`config.mk`:
```
export PLATFORM = sky130hd
export DESIGN_NAME = pulse_stretch
export DESIGN_NICKNAME = d
export VERILOG_FILES = /design/src/rtl/clock_common_pkg.sv /design/src/rtl/cycle_timer.sv /design/src/rtl/pulse_stretch.sv
export SDC_FILE = /design/constraint.sdc
export NUM_CORES = 1
export LEC_CHECK = 0
export ABC_AREA = 1
export CAP_MARGIN = 30
export CORE_MARGIN = 1
export CORE_UTILIZATION = 35
export DETAILED_ROUTE_END_ITERATION = 7
export PLACE_DENSITY = 0.54
export SETUP_SLACK_MARGIN = 0.15
export SLEW_MARGIN = 20
export SYNTH_ARGS = -nofsm -noshare
export SYNTH_HDL_FRONTEND = slang
export SYNTH_SLANG_ARGS = --single-unit
```
`constraint.sdc`:
```
create_clock -name clk -period 2 [get_ports clk]
set_input_delay 0.2 -clock clk [delete_from_list [all_inputs] [get_ports clk]]
set_output_delay 0.2 -clock clk [all_outputs]
set_load 0.01 [all_outputs]
```
`src/rtl/clock_common_pkg.sv`:
```
// Shared timing-block constants: FSM state encodings and counter width.
// Latency: n/a (constants only).
// Backpressure: n/a.
package clock_common_pkg;

  localparam int CNT_W = 16;

  // Legacy-compatible state encodings used by the stretch/toggle FSM.
  localparam logic [1:0] IDLE = 2'd0;
  localparam logic [1:0] HIGH = 2'd1;
  localparam logic [1:0] GAP  = 2'd2;

endpackage

```
`src/rtl/cycle_timer.sv`:
```
// Loadable down-counter; done is high while the count sits at zero.
// Latency: load takes effect on the next edge; counts down one per cycle, stops at 0.
// Backpressure: none; load always wins over counting.
module cycle_timer
  import clock_common_pkg::*;
(
  input  logic             clk,
  input  logic             rst,
  input  logic             load,
  input  logic [CNT_W-1:0] load_val,
  output logic             done
);

  logic [CNT_W-1:0] cnt_q;
  logic [CNT_W-1:0] cnt_d;

  // Next count: reload on request, otherwise decrement until zero.
  always_comb begin
    cnt_d = cnt_q;
    if (load) begin
      cnt_d = load_val;
    end else if (cnt_q != '0) begin
      cnt_d = cnt_q - CNT_W'(1);
    end
  end

  // Counter register, cleared by asynchronous reset.
  always_ff @(posedge clk or posedge rst) begin
    if (rst) begin
      cnt_q <= '0;
    end else begin
      cnt_q <= cnt_d;
    end
  end

  assign done = (cnt_q == '0);

endmodule

```
`src/rtl/pulse_stretch.sv`:
```
// Stretches single-cycle pulses to HOLD_CYCLES highs separated by GAP_CYCLES lows, or toggles a level per pulse.
// Latency: level_out responds on the edge after the pulse_in cycle; all outputs registered.
// Backpressure: none upstream; extra pulses queue in a saturating counter, overflow is flagged sticky.
module pulse_stretch
  import clock_common_pkg::*;
#(
  parameter int HOLD_CYCLES = 4,
  parameter int GAP_CYCLES  = 2,
  parameter int PEND_W      = 3
) (
  input  logic              clk,
  input  logic              rst,
  input  logic              pulse_in,
  input  logic              mode,
  input  logic              clr_ovf,
  output logic              level_out,
  output logic              busy,
  output logic [PEND_W-1:0] pending,
  output logic              ovf
);

  localparam logic [CNT_W-1:0]  HOLD_LD  = CNT_W'(HOLD_CYCLES - 1);
  localparam logic [CNT_W-1:0]  GAP_LD   = CNT_W'(GAP_CYCLES - 1);
  localparam logic [PEND_W-1:0] PEND_MAX = {PEND_W{1'b1}};

  logic [1:0]        state_q, state_d;
  logic              mode_q, mode_d;
  logic              tog_q, tog_d;
  logic [PEND_W-1:0] pend_q, pend_d;
  logic              ovf_q, ovf_d;
  logic              level_q, level_d;
  logic              busy_q, busy_d;

  logic              tmr_load;
  logic [CNT_W-1:0]  tmr_val;
  logic              tmr_done;
  logic              mode_eff;
  logic              inc, dec, ovf_set;

  cycle_timer u_timer (
    .clk      (clk),
    .rst      (rst),
    .load     (tmr_load),
    .load_val (tmr_val),
    .done     (tmr_done)
  );

  // FSM, mode latch, toggle register, pending queue and overflow next-state.
  always_comb begin
    state_d  = state_q;
    mode_d   = mode_q;
    tog_d    = tog_q;
    pend_d   = pend_q;
    tmr_load = 1'b0;
    tmr_val  = '0;
    inc      = 1'b0;
    dec      = 1'b0;
    ovf_set  = 1'b0;

    // A pulse in the same IDLE cycle as a mode change obeys the new mode.
    mode_eff = (state_q == IDLE) ? mode : mode_q;
    if (state_q == IDLE) begin
      mode_d = mode;
    end

    case (state_q)
      IDLE: begin
        if (pulse_in) begin
          if (mode_eff) begin
            tog_d = ~tog_q;
          end else begin
            state_d  = HIGH;
            tmr_load = 1'b1;
            tmr_val  = HOLD_LD;
          end
        end
      end
      HIGH: begin
        inc = pulse_in;
        if (tmr_done) begin
          state_d  = GAP;
          tmr_load = 1'b1;
          tmr_val  = GAP_LD;
        end
      end
      GAP: begin
        if (tmr_done) begin
          if (pend_q != '0) begin
            // Queued pulse starts now; a new pulse queues behind it.
            state_d  = HIGH;
            tmr_load = 1'b1;
            tmr_val  = HOLD_LD;
            dec      = 1'b1;
            inc      = pulse_in;
          end else if (pulse_in) begin
            // Pulse on the last gap cycle is consumed directly.
            state_d  = HIGH;
            tmr_load = 1'b1;
            tmr_val  = HOLD_LD;
          end else begin
            state_d = IDLE;
          end
        end else begin
          inc = pulse_in;
        end
      end
      default: begin
        state_d = IDLE;
      end
    endcase

    // Leaving toggle mode restarts the toggle level from zero.
    if (mode_q && !mode_d) begin
      tog_d = 1'b0;
    end

    if (inc && !dec) begin
      if (pend_q == PEND_MAX) begin
        ovf_set = 1'b1;
      end else begin
        pend_d = pend_q + PEND_W'(1);
      end
    end else if (dec && !inc) begin
      pend_d = pend_q - PEND_W'(1);
    end

    // Set beats clear when both happen together.
    ovf_d   = ovf_set | (ovf_q & ~clr_ovf);
    level_d = mode_d ? tog_d : (state_d == HIGH);
    busy_d  = (state_d != IDLE);
  end

  // State and output registers, all cleared by asynchronous reset.
  always_ff @(posedge clk or posedge rst) begin
    if (rst) begin
      state_q <= IDLE;
      mode_q  <= 1'b0;
      tog_q   <= 1'b0;
      pend_q  <= '0;
      ovf_q   <= 1'b0;
      level_q <= 1'b0;
      busy_q  <= 1'b0;
    end else begin
      state_q <= state_d;
      mode_q  <= mode_d;
      tog_q   <= tog_d;
      pend_q  <= pend_d;
      ovf_q   <= ovf_d;
      level_q <= level_d;
      busy_q  <= busy_d;
    end
  end

  assign level_out = level_q;
  assign busy      = busy_q;
  assign pending   = pend_q;
  assign ovf       = ovf_q;

endmodule

```
==> results_dict.tcl <==
set metrics [dict create \
    worst_slack_ns 0.185 \
    status "complete, no violations" \
    dp_cells 270 \
    clk_path_buf_depth 2 \
    die_y_um 69.7 \
    worstPathRequired_ns 2.18 \
    die-area_mm2 0.00486 \
    max_stage_delay_ns 0.41 \
    fin_area_mm2 0.00205 \
    drv_slew 0 \
    ios 11 \
    setup_viol 0 \
    layout_commonest_cell "nand2_1" \
    drtPass1Iterations 4 \
    final_nets 247 \
    peakVddDrop_uv 705 \
    placed_area_mm2 0.00183 \
    yosysWarnings 0 \
    ys_ff_latch 26 \
    die_x_um 69.7 \
    top_layer "met4" \
    hpwl_um 2360 \
    final_cell_mix "nand2_1, nor2_1, dfrtp_1" \
    htree_levels 1 \
    start_kind "register" \
    path_class "reg2reg" \
    drt_wl_total_um 3380 \
    worstSetupEndpointType "register" \
    worstPathArrival_ns 1.99 \
    dp_worst_setup_slack_ns 0.0173 \
    rows 24 \
    yosysSeqAreaShare_pct 40.5 \
    synthCells 201 \
    cp_cell_sequence "inv_2, ha_1, nand2_2, inv_1, nand2_1, inv_2, nand2_2, fa_2, inv_1, nand2_1, nand2_1, nand2_1, nand2_1, nand2_1" \
    synth_cell_types 27 \
    finalNonFillerCells 287 \
    grt_overflow 0 \
    fin_crit_ns 1.82 \
    p_total_w 0.00349 \
    drive_above_1_share_pct 28.9 \
    max_freq_mhz 551 \
    portBuffers 10 \
    grt.total_usage_pct 15.0 \
    grt_pass1_wl_um 5840 \
    place.gp.congestion 0.770 \
    p_per_area_mw_per_mm2 1700 \
    wl_met3_um 69 \
    num_antenna_cells 0 \
    vias 1342 \
    cts_buffers 3 \
    holdCritPathClass "in2async" \
    antenna_left 0 \
    grt_pass1_vias 1309 \
    wl_met2_um 1640 \
    wire_per_inst_um 11.8 \
    worst_path_max_delay_cell "dfrtp_1" \
    clkLatencyLatePin_ns 0.27 \
    crit_fanout 3 \
    syn_nets 212 \
    finClkSkew_ns 0.00380 \
    cts_tree "done" \
    worst_pin_slew_ns 0.343 \
    tns_ns 0 \
    fin_crit_sh_pct 90.8 \
    core_area_mm2 0.00438 \
    via_per_inst 4.68 \
    syn_area_mm2 0.00161 \
    drt_iter0_markers 77 \
    antenna_found_initial 0 \
    start_util_pct 36.6 \
    rsz0062_at_grt "yes" \
    clkTransAtPathRegs_ns 0.10 \
    grt_max_degree 27 \
    avgSynthCellArea_um2 7.99 \
    max-cap-violations 0 \
    crit_path_frequent_cell "nand2_1" \
    met1_length_um 1620 \
    clkSinkCount 26 \
    slew_headroom_pct 77.2 \
    area_delta_synth_final_pct 27.6 \
    drc 0 \
    root_buffer "clkbuf_8" \
    p_leak_nw 1.03 \
    hold_viol_final 0 \
]
## registers in the layout, indices dropped and copies added, names as in the netlist
| name | cells |
|---|---|
| u_timer.cnt_q | 16 |
| pending | 3 |
| state_q | 2 |
| busy | 1 |
| level_out | 1 |
| mode_q | 1 |
| ovf | 1 |
| tog_q | 1 |
## cells by family after synthesis
group	Yosys count	share of synthesized area, %
XOR/XNOR	17	9.28
AND/OR/NAND/NOR	110	33.0
buffers and inverters	32	8.50
adder cells (fa/ha/maj)	6	5.14
flip-flops	26	40.5
AO/OA/AOI/OAI	10	3.51
## final timing paths
kind | startpoint | end | slack (ns) | depth (start not counted)
worst max-delay path | state_q[1]$_DFF_PP0_ | pending[2]$_DFFE_PP0P_ | 0.18 | 14
worst min-delay path | rst | pending[0]$_DFFE_PP0P_ | 0.27 | 3
worst max register to register | state_q[1]$_DFF_PP0_ | pending[2]$_DFFE_PP0P_ | 0.18 | 14
worst min register to register | mode_q$_DFF_PP0_ | tog_q$_DFF_PP0_ | 0.48 | 1
max in group asynchronous | rst | u_timer.cnt_q[6]$_DFFE_PP0P_ | 1.45 | 3
min in group clk | mode_q$_DFF_PP0_ | tog_q$_DFF_PP0_ | 0.48 | 1
## per-stage QoR
stage	hold WS [ns]	utilization, %
global placement	0.461	41.8
finish	0.270	46.7
floorplan	0.240	-
detailed placement	0.462	41.8
global route	0.312	46.7
CTS	0.279	44.3
## layout make-up
| type | instances | area (um^2) |
|---|---|---|
| Fill cell | 424 | 2340 |
| Multi-Input combinational cell | 143 | 898 |
| Sequential cell | 26 | 653 |
| Timing Repair Buffer | 31 | 258 |
| Inverter | 31 | 119 |
| Tap cell | 52 | 65.1 |
| Clock buffer | 4 | 55.1 |
## power breakdown
part	switching, W	internal [W]
clock	0.000177	0.000176
sequential	0.000225	0.000771
combinational	0.00117	0.000972
total	0.00157	0.00192
## metal layers
layer  global-route usage [%]  vias to the layer above
met4                     5.56                        0
met3                     3.05                        6
li1                         -                      695
met2                     25.0                       20
met5                        0                        -
met1                     19.1                      621
## repair_timing
item / CTS / global route
setup endpoints to repair: 2 / 13
hold buffers: 0 / 0
setup buffers: 6 / 7
pin swaps: 2 / 5
resized for setup: 7 / 20
## critical path: cells and delay by family (launching register included)
kind | cells | cell delay [ns]
flip-flops | 1 | 0.41
adder cells (fa/ha/maj) | 2 | 0.61
AND/OR/NAND/NOR | 8 | 0.44
buffers and inverters | 4 | 0.24
## synth_stat cells
master    number  share of area (%)
o21a_1         1               0.47
nor3_1        10                3.1
inv_1         28                6.5
buf_12         1                1.2
ha_1           5                3.9
nand2_1       39                9.1
nand2_4        3                2.1
o21ai_1        1               0.31
nor2_2         5                1.9
fa_1           1                1.2
nand3b_1       1               0.47
nand2_2        3                1.2
nand3_1       14                4.4
o211ai_1       1               0.47
nor3_2         1               0.62
nor2_4         2                1.4
nand4_1        2               0.78
dfrtp_1       26                 41
nor4_1         1               0.39
xor2_1         9                4.9
nand3_2        2                1.2
a21oi_1        3               0.94
o21ai_0        3               0.94
nor2_1        27                6.3
xnor2_1        8                4.4
o22ai_1        1               0.39
inv_2          3               0.70
Power figures use the tool's default switching activity.
